## src/rtl/lcd_bus_pkg.sv

```systemverilog
// Shared constants for the LCD 8080-style bus writer: word layout, FSM encoding
// and delay-command marker. The delay feature is enabled with LCD_DELAY_CMD_EN.
package lcd_bus_pkg;

  localparam int WORD_W = 17;

  localparam logic ID_CMD  = 1'b0;
  localparam logic ID_DATA = 1'b1;

  localparam logic [7:0] DLY_MARK = 8'hFF;

  localparam logic [2:0] ST_IDLE  = 3'd0;
  localparam logic [2:0] ST_SETUP = 3'd1;
  localparam logic [2:0] ST_WR_LO = 3'd2;
  localparam logic [2:0] ST_WR_HI = 3'd3;
  localparam logic [2:0] ST_DELAY = 3'd4;

  // A command word whose high payload byte is the marker carries a wait count.
  function automatic logic is_dly_word(input logic [WORD_W-1:0] w);
    return (w[WORD_W-1] == ID_CMD) && (w[15:8] == DLY_MARK);
  endfunction

endpackage

```

## src/rtl/lcd_delay_timer.sv

```systemverilog
// Wait timer for in-stream delay commands: a DELAY_UNIT prescaler feeding an
// 8-bit tick down-counter. Only instantiated when LCD_DELAY_CMD_EN is defined.
module lcd_delay_timer #(
  parameter int DELAY_UNIT = 1000
) (
  input  logic       clk,
  input  logic       rst,
  input  logic       start_i,
  input  logic [7:0] ticks_i,
  output logic       done_o
);

  localparam int PW = (DELAY_UNIT > 1) ? $clog2(DELAY_UNIT) : 1;
  localparam logic [PW-1:0] PRE_LAST = PW'(DELAY_UNIT - 1);

  logic          active_q, active_d;
  logic [7:0]    tick_q, tick_d;
  logic [PW-1:0] pre_q, pre_d;
  logic          pre_wrap;

  assign pre_wrap = (pre_q == PRE_LAST);

  // done is high during the last waiting cycle; a zero count waits one cycle.
  assign done_o = active_q && ((tick_q == 8'd0) || ((tick_q == 8'd1) && pre_wrap));

  always_comb begin
    active_d = active_q;
    tick_d   = tick_q;
    pre_d    = pre_q;
    if (start_i) begin
      active_d = 1'b1;
      tick_d   = ticks_i;
      pre_d    = '0;
    end else if (active_q) begin
      if (done_o) begin
        active_d = 1'b0;
      end else if (pre_wrap) begin
        pre_d  = '0;
        tick_d = tick_q - 8'd1;
      end else begin
        pre_d = pre_q + 1'b1;
      end
    end
  end

  always_ff @(posedge clk) begin
    if (rst) begin
      active_q <= 1'b0;
      tick_q   <= 8'd0;
      pre_q    <= '0;
    end else begin
      active_q <= active_d;
      tick_q   <= tick_d;
      pre_q    <= pre_d;
    end
  end

endmodule

```

## src/rtl/lcd_bus_writer.sv

```systemverilog
// LCD output stage: pops {ID,DATA} words from a show-ahead FIFO and drives one
// 8080 write cycle per word. Define LCD_DELAY_CMD_EN to honour in-stream delay words.
module lcd_bus_writer
  import lcd_bus_pkg::*;
#(
  parameter int SETUP_CYC  = 1,
  parameter int WR_LO_CYC  = 2,
  parameter int WR_HI_CYC  = 2,
  parameter int DELAY_UNIT = 1000
) (
  input  logic              clk,
  input  logic              rst,
  input  logic              rempty,
  input  logic [WORD_W-1:0] rdata,
  output logic              rinc,
  output logic              lcd_cs_n,
  output logic              lcd_rs,
  output logic              lcd_wr_n,
  output logic              lcd_rd_n,
  output logic [15:0]       lcd_data,
  output logic              busy
);

  if ((SETUP_CYC < 1) || (SETUP_CYC > 255) || (WR_LO_CYC < 1) || (WR_LO_CYC > 255) ||
      (WR_HI_CYC < 1) || (WR_HI_CYC > 255) || (DELAY_UNIT < 1)) begin : g_bad_param
    $error("lcd_bus_writer: timing parameter out of range");
  end

  localparam logic [7:0] SETUP_LAST = 8'(SETUP_CYC - 1);
  localparam logic [7:0] WR_LO_LAST = 8'(WR_LO_CYC - 1);
  localparam logic [7:0] WR_HI_LAST = 8'(WR_HI_CYC - 1);

  logic [2:0]  state_q, state_d;
  logic [7:0]  cnt_q, cnt_d;
  logic        rinc_q, rinc_d;
  logic        cs_n_q, cs_n_d;
  logic        rs_q, rs_d;
  logic        wr_n_q, wr_n_d;
  logic [15:0] data_q, data_d;
  logic        busy_q, busy_d;
  logic        pop;
  logic        take_dly;

  // FIFO handshake: !rempty means rdata holds a valid head word; a pop is decided
  // in the cycle that sees it valid, and rinc pulses for exactly the following cycle.
`ifdef LCD_DELAY_CMD_EN
  logic dly_done;

  assign take_dly = is_dly_word(rdata);

  lcd_delay_timer #(
    .DELAY_UNIT(DELAY_UNIT)
  ) u_delay_timer (
    .clk     (clk),
    .rst     (rst),
    .start_i (pop && take_dly),
    .ticks_i (rdata[7:0]),
    .done_o  (dly_done)
  );
`else
  assign take_dly = 1'b0;
`endif

  always_comb begin
    state_d = state_q;
    cnt_d   = cnt_q + 8'd1;
    rinc_d  = 1'b0;
    cs_n_d  = cs_n_q;
    rs_d    = rs_q;
    wr_n_d  = wr_n_q;
    data_d  = data_q;
    pop     = 1'b0;
    case (state_q)
      ST_IDLE: begin
        cnt_d = 8'd0;
        pop   = !rempty;
      end
      ST_SETUP: begin
        if (cnt_q == SETUP_LAST) begin
          wr_n_d  = 1'b0;
          cnt_d   = 8'd0;
          state_d = ST_WR_LO;
        end
      end
      ST_WR_LO: begin
        if (cnt_q == WR_LO_LAST) begin
          wr_n_d  = 1'b1;
          cnt_d   = 8'd0;
          state_d = ST_WR_HI;
        end
      end
      ST_WR_HI: begin
        // Last hold cycle: chain straight into the next word to keep CS# low.
        if (cnt_q == WR_HI_LAST) begin
          if (!rempty) begin
            pop = 1'b1;
          end else begin
            cs_n_d  = 1'b1;
            cnt_d   = 8'd0;
            state_d = ST_IDLE;
          end
        end
      end
`ifdef LCD_DELAY_CMD_EN
      ST_DELAY: begin
        cnt_d = 8'd0;
        if (dly_done) begin
          state_d = ST_IDLE;
        end
      end
`endif
      default: begin
        cnt_d   = 8'd0;
        state_d = ST_IDLE;
      end
    endcase

    if (pop) begin
      rinc_d = 1'b1;
      cnt_d  = 8'd0;
      if (take_dly) begin
        // Delay words never reach the pins; the bus is released while waiting.
        cs_n_d  = 1'b1;
        state_d = ST_DELAY;
      end else begin
        rs_d    = rdata[WORD_W-1];
        data_d  = rdata[15:0];
        cs_n_d  = 1'b0;
        state_d = ST_SETUP;
      end
    end

    busy_d = (state_d != ST_IDLE);
  end

  always_ff @(posedge clk) begin
    if (rst) begin
      state_q <= ST_IDLE;
      cnt_q   <= 8'd0;
      rinc_q  <= 1'b0;
      cs_n_q  <= 1'b1;
      rs_q    <= 1'b0;
      wr_n_q  <= 1'b1;
      data_q  <= 16'd0;
      busy_q  <= 1'b0;
    end else begin
      state_q <= state_d;
      cnt_q   <= cnt_d;
      rinc_q  <= rinc_d;
      cs_n_q  <= cs_n_d;
      rs_q    <= rs_d;
      wr_n_q  <= wr_n_d;
      data_q  <= data_d;
      busy_q  <= busy_d;
    end
  end

  assign rinc     = rinc_q;
  assign lcd_cs_n = cs_n_q;
  assign lcd_rs   = rs_q;
  assign lcd_wr_n = wr_n_q;
  assign lcd_rd_n = 1'b1;
  assign lcd_data = data_q;
  assign busy     = busy_q;

endmodule
```

## config.mk

```make
export PLATFORM = sky130hd
export DESIGN_NAME = lcd_bus_writer
export DESIGN_NICKNAME = d
export VERILOG_FILES = /design/src/rtl/lcd_bus_pkg.sv /design/src/rtl/lcd_delay_timer.sv /design/src/rtl/lcd_bus_writer.sv
export SDC_FILE = /design/constraint.sdc
export NUM_CORES = 1
export LEC_CHECK = 0
export CELL_PAD_IN_SITES_DETAIL_PLACEMENT = 1
export CELL_PAD_IN_SITES_GLOBAL_PLACEMENT = 1
export CORE_MARGIN = 4
export CORE_UTILIZATION = 34
export DETAILED_ROUTE_END_ITERATION = 6
export GPL_TIMING_DRIVEN = 0
export PLACE_DENSITY = 0.83
export SLEW_MARGIN = 5
export SYNTH_ARGS = -nofsm -noshare
export SYNTH_HDL_FRONTEND = slang
export SYNTH_SLANG_ARGS = --single-unit
```

## constraint.sdc

```tcl
create_clock -name clk -period 2.35 [get_ports clk]
set_clock_uncertainty 0.1 [all_clocks]
set_input_delay 0.47 -clock clk [delete_from_list [all_inputs] [get_ports clk]]
set_output_delay 0.47 -clock clk [all_outputs]
set_load 0.005 [all_outputs]
```

# Word-level counts from Yosys, hierarchy flattened
# Cells that the tools add are included.
[op_classes]
n_shift = 0
n_reduce_logical = 11
muxes = 22
addsub = 1
n_mul = 0
div_mod_pow = 0
order_cmp = 0
bitwise = 0
eq_ne = 6
[op_table]
columns = ["op", "n"]
rows = [
  ["8-bit two-way mux", 4],
  ["8-bit case mux with 3 select lines", 1],
  ["3-bit two-way mux", 5],
  ["3-bit case mux with 4 select lines", 1],
  ["1-bit two-way mux", 9],
  ["8-bit by 1-bit adder with 8-bit output, second input constant", 1],
  ["8-bit by 1-bit == test with 1-bit output, second input constant", 1],
  ["8-bit zero test", 1],
  ["2-bit nonzero test", 4],
  ["3-bit by 2-bit == test with 1-bit output, second input constant", 2],
  ["3-bit AND reduction", 2],
  ["2-bit != test, second input constant", 2],
  ["1-bit case mux with 2 select lines", 2],
  ["3-bit by 1-bit == test with 1-bit output, second input constant", 1],
  ["3-bit zero test", 1],
  ["3-bit nonzero test", 1],
  ["2-bit OR reduction", 1],
  ["1-bit zero test", 1],
]
[word_totals]
regBits = 32
n_memories = 0
rom_bits = 0
ram_bits = 0
latch_bits = 0
input_bits = 20
out_inout_bits = 22
word_cells = 48

# Logic depth before layout (Yosys ltp)
[logic_depth]
word_depth = 5
depth_mapped = 8

# Least setup slack after synthesis
# Ideal clock, no wire load.
[synth_timing]
path_kind = "reg2reg"
start = "register cnt_q[2]"
end = "register data_q[10] (netlist: lcd_data[10])"
period_less_slack_ns = 1.882
setup_time_ns = 0.128
path_stages_with_launch = 7
arrival_ns = 1.653
n_path_buf = 2
required_ns = 2.122
setup_slack_ns = 0.468
path_cell_list = "dfxtp_1 -> or4_4 -> o31a_1 -> buf_6 -> buf_6 -> o21ai_0 -> a21oi_1"
[synth_between]
elab_chain_len = 3
[synth_lines]
columns = ["item", "line_no", "source"]
rows = [
  ["start, declared", "lcd_bus_writer.sv:34", "logic [7:0] cnt_q, cnt_d;"],
  ["start signal, assigned", "lcd_bus_writer.sv:148", "cnt_q <= cnt_d;"],
  ["8-bit by 1-bit == test with 1-bit output", "lcd_bus_writer.sv:94", "if (cnt_q == WR_HI_LAST) begin"],
  ["1-bit two-way mux", "lcd_bus_writer.sv:94", ""],
  ["1-bit case mux with 2 select lines", "lcd_bus_writer.sv:73", "case (state_q)"],
  ["end signal, assigned", "lcd_bus_writer.sv:153", "data_q <= data_d;"],
  ["end, declared", "lcd_bus_writer.sv:39", "logic [15:0] data_q, data_d;"],
]
# Every way passes these cells.
# A chain may end at the register's enable or synchronous reset.

# Worst setup path in the final report
[layout_timing]
start = "register cnt_q[2]"
end = "register data_q[11] (netlist: lcd_data[11])"
# Same word-level chain as after synthesis.

==> flow_metrics.tcl <==
set metrics [dict create \
    die_x_um 72.9 \
    finalHoldViolCount 0 \
    stdcell_count 255 \
    hold-path-cell-count 2 \
    place_area_um2 1890 \
    hold_ws_ns 0.380 \
    cts_tree "done" \
    cap_violations 0 \
    wl_mm 3.77 \
    synth-seq-cells 32 \
    h-tree-depth 2 \
    grt.total_usage_pct 16.1 \
    reg2reg_depth 5 \
    yosysSeqAreaShare_pct 44.8 \
    yosys-top-cells-area "dfxtp_1 (45%), nand3_1 (8.0%), a21oi_1 (7.0%)" \
    outcome "complete, no violations" \
    final_common_cell "clkdlybuf4s50_1" \
    cts_setup_buffers 0 \
    regArea_um2 641 \
    end_kind "register" \
    die_h_um 72.9 \
    syn_area_per_cell_um2 9.06 \
    clock_latency_ns 0.28 \
    multi_input_area_um2 683 \
    finalSetupTns_ns 0 \
    cts.sinks 32 \
    rsz0062_at_grt "false" \
    slew_violations 0 \
    synth_edf_count 0 \
    utilization_pct 49.1 \
    areaGrowthSynthToFinish_pct 38.2 \
    path_clk_slew_ns 0.07 \
    slew_headroom_pct 55.8 \
    grt.overflow.total 0 \
    final_cell_mix "clkdlybuf4s50_1 (40), dfxtp_1 (32), nand3_1 (23)" \
    fin_area_um2 1980 \
    core_um2 4030 \
    vdd.ir_drop.worst_mv 0.348 \
    antenna_found_initial 0 \
    hold_class "register to register" \
    worst_pin_slew_ns 0.660 \
    netlist_instances 158 \
    syn_area_um2 1430 \
    fillers 477 \
    cp.arrival_ns 2.16 \
    required_ns 2.46 \
    synthArstFlopShare_pct 0 \
    start_kind "register" \
    dieArea_um2 5310 \
    period_minus_slack_ns 2.05 \
    drt_iter0_markers 48 \
    pin_count 42 \
    portBuffers 40 \
    critical_path_class "register to register" \
    drc 0 \
    drive_gt1_share_pct 10.2 \
    drt-vias-per-instance 5.10 \
    drtPass1Iterations 4 \
    power_density_nw_per_um2 566 \
    yosys.area.top_type_share_pct 44.8 \
    wl_per_cell_um 14.8 \
    synth_top_cell_by_area "dfxtp_1" \
    grt_pass1_wl_mm 6.65 \
    dp_cells 248 \
    fmax_mhz 487 \
    grt_pass1_vias 1346 \
    numCtsBuffers 5 \
    critPathMaxFanout 10 \
    ant_nets 0 \
    grt_max_degree 11 \
    syn-num-nets 181 \
    final.period_utilization_pct 87.4 \
    diodes 0 \
    synthFlopType "dfxtp_1" \
    cts_root_buffer "clkbuf_8" \
    rows 23 \
    ys_types 36 \
    p_leak_nw 0.706 \
    setup_viol 0 \
    start_util_pct 35.5 \
    vias 1300 \
    cts.path.max_buffers 2 \
    gp_congestion 0.727 \
    yosys_warnings 0 \
    nets 228 \
    hpwl_mm 2.71 \
]
area by class of cell:
cell class | instances | area share (%)
clock buffer | 6 | 3.67
multi-input combinational | 113 | 34.5
tap | 50 | 3.16
clock inverter | 1 | 0.253
sequential | 32 | 32.4
inverter | 4 | 0.759
buffer | 9 | 5.00
timing repair buffer | 40 | 20.2
synth_stat cells, types with 3 or more instances:
library cell	n
nand2_1	3
o21ai_0	16
dfxtp_1	32
o21ai_1	3
inv_1	4
ha_1	3
a21oi_1	20
nor3_1	9
nor2_1	6
nand3_1	23
xor2_1	5
buf_6	4
flip-flops by register name (all words and copies together), names as in the netlist:
register / cells
lcd_rs: 1
rinc: 1
lcd_wr_n: 1
busy: 1
cnt_q: 8
lcd_data: 16
state_q: 3
lcd_cs_n: 1
per-stage QoR:
stage                     total power, W  worst slack, ns
after floorplan                 0.000650            0.468
after global placement          0.000733           0.0822
after detailed placement        0.000736           0.0279
after CTS                        0.00113            0.258
after global routing             0.00119            0.146
final                            0.00112            0.297
cells by family (layout without fill, tap and decap cells):
group	Yosys count	after routing	synth area share (%)
flip-flops	32	32	44.8
adder cells (fa/ha/maj)	3	3	2.62
XOR/XNOR	6	6	3.67
AND/OR/NAND/NOR	53	53	19.8
other	2	2	0.525
AO/OA/AOI/OAI	49	49	20.7
buffers and inverters	13	60	7.95
per-layer routing:
| metal | GRT usage, % | vias to the layer above | share of wire (%) |
|---|---|---|---|
| met2 | 25.8 | 32 | 47 |
| met5 | 0 | - | 0 |
| met1 | 20.3 | 604 | 45 |
| met4 | 6.76 | 0 | 1.8 |
| li1 | - | 656 | - |
| met3 | 4.55 | 8 | 5.4 |
where the power goes:
group          internal, W  switching [W]  leakage [nW]
sequential        0.000561      0.0000106         0.261
combinational    0.0000874      0.0000628         0.404
clock             0.000201       0.000196        0.0410
total             0.000850       0.000270         0.706
worst max-delay path, stage by stage (launching register included):
cell	delay [ns]
dfxtp_1	0.37
or4_4	0.60
o31ai_4	0.48
buf_6	0.21
nand3_1	0.08
a21oi_1	0.14
path summary, 6_finish.rpt:
check / startpoint / end / slack [ns]
worst min-delay path: lcd_data[10] / lcd_data[10] / 0.38
worst max-delay path: cnt_q[2] / lcd_data[11] / 0.30
worst min register to register: lcd_data[10] / lcd_data[10] / 0.38
worst max register to register: cnt_q[2] / lcd_data[11] / 0.30
what timing repair did:
action                     4_1_cts  5_1_grt
resized for setup                0        1
hold buffers                     0        0
setup endpoints to repair        0        2
Note: power is estimated with default switching activity, not from simulation.
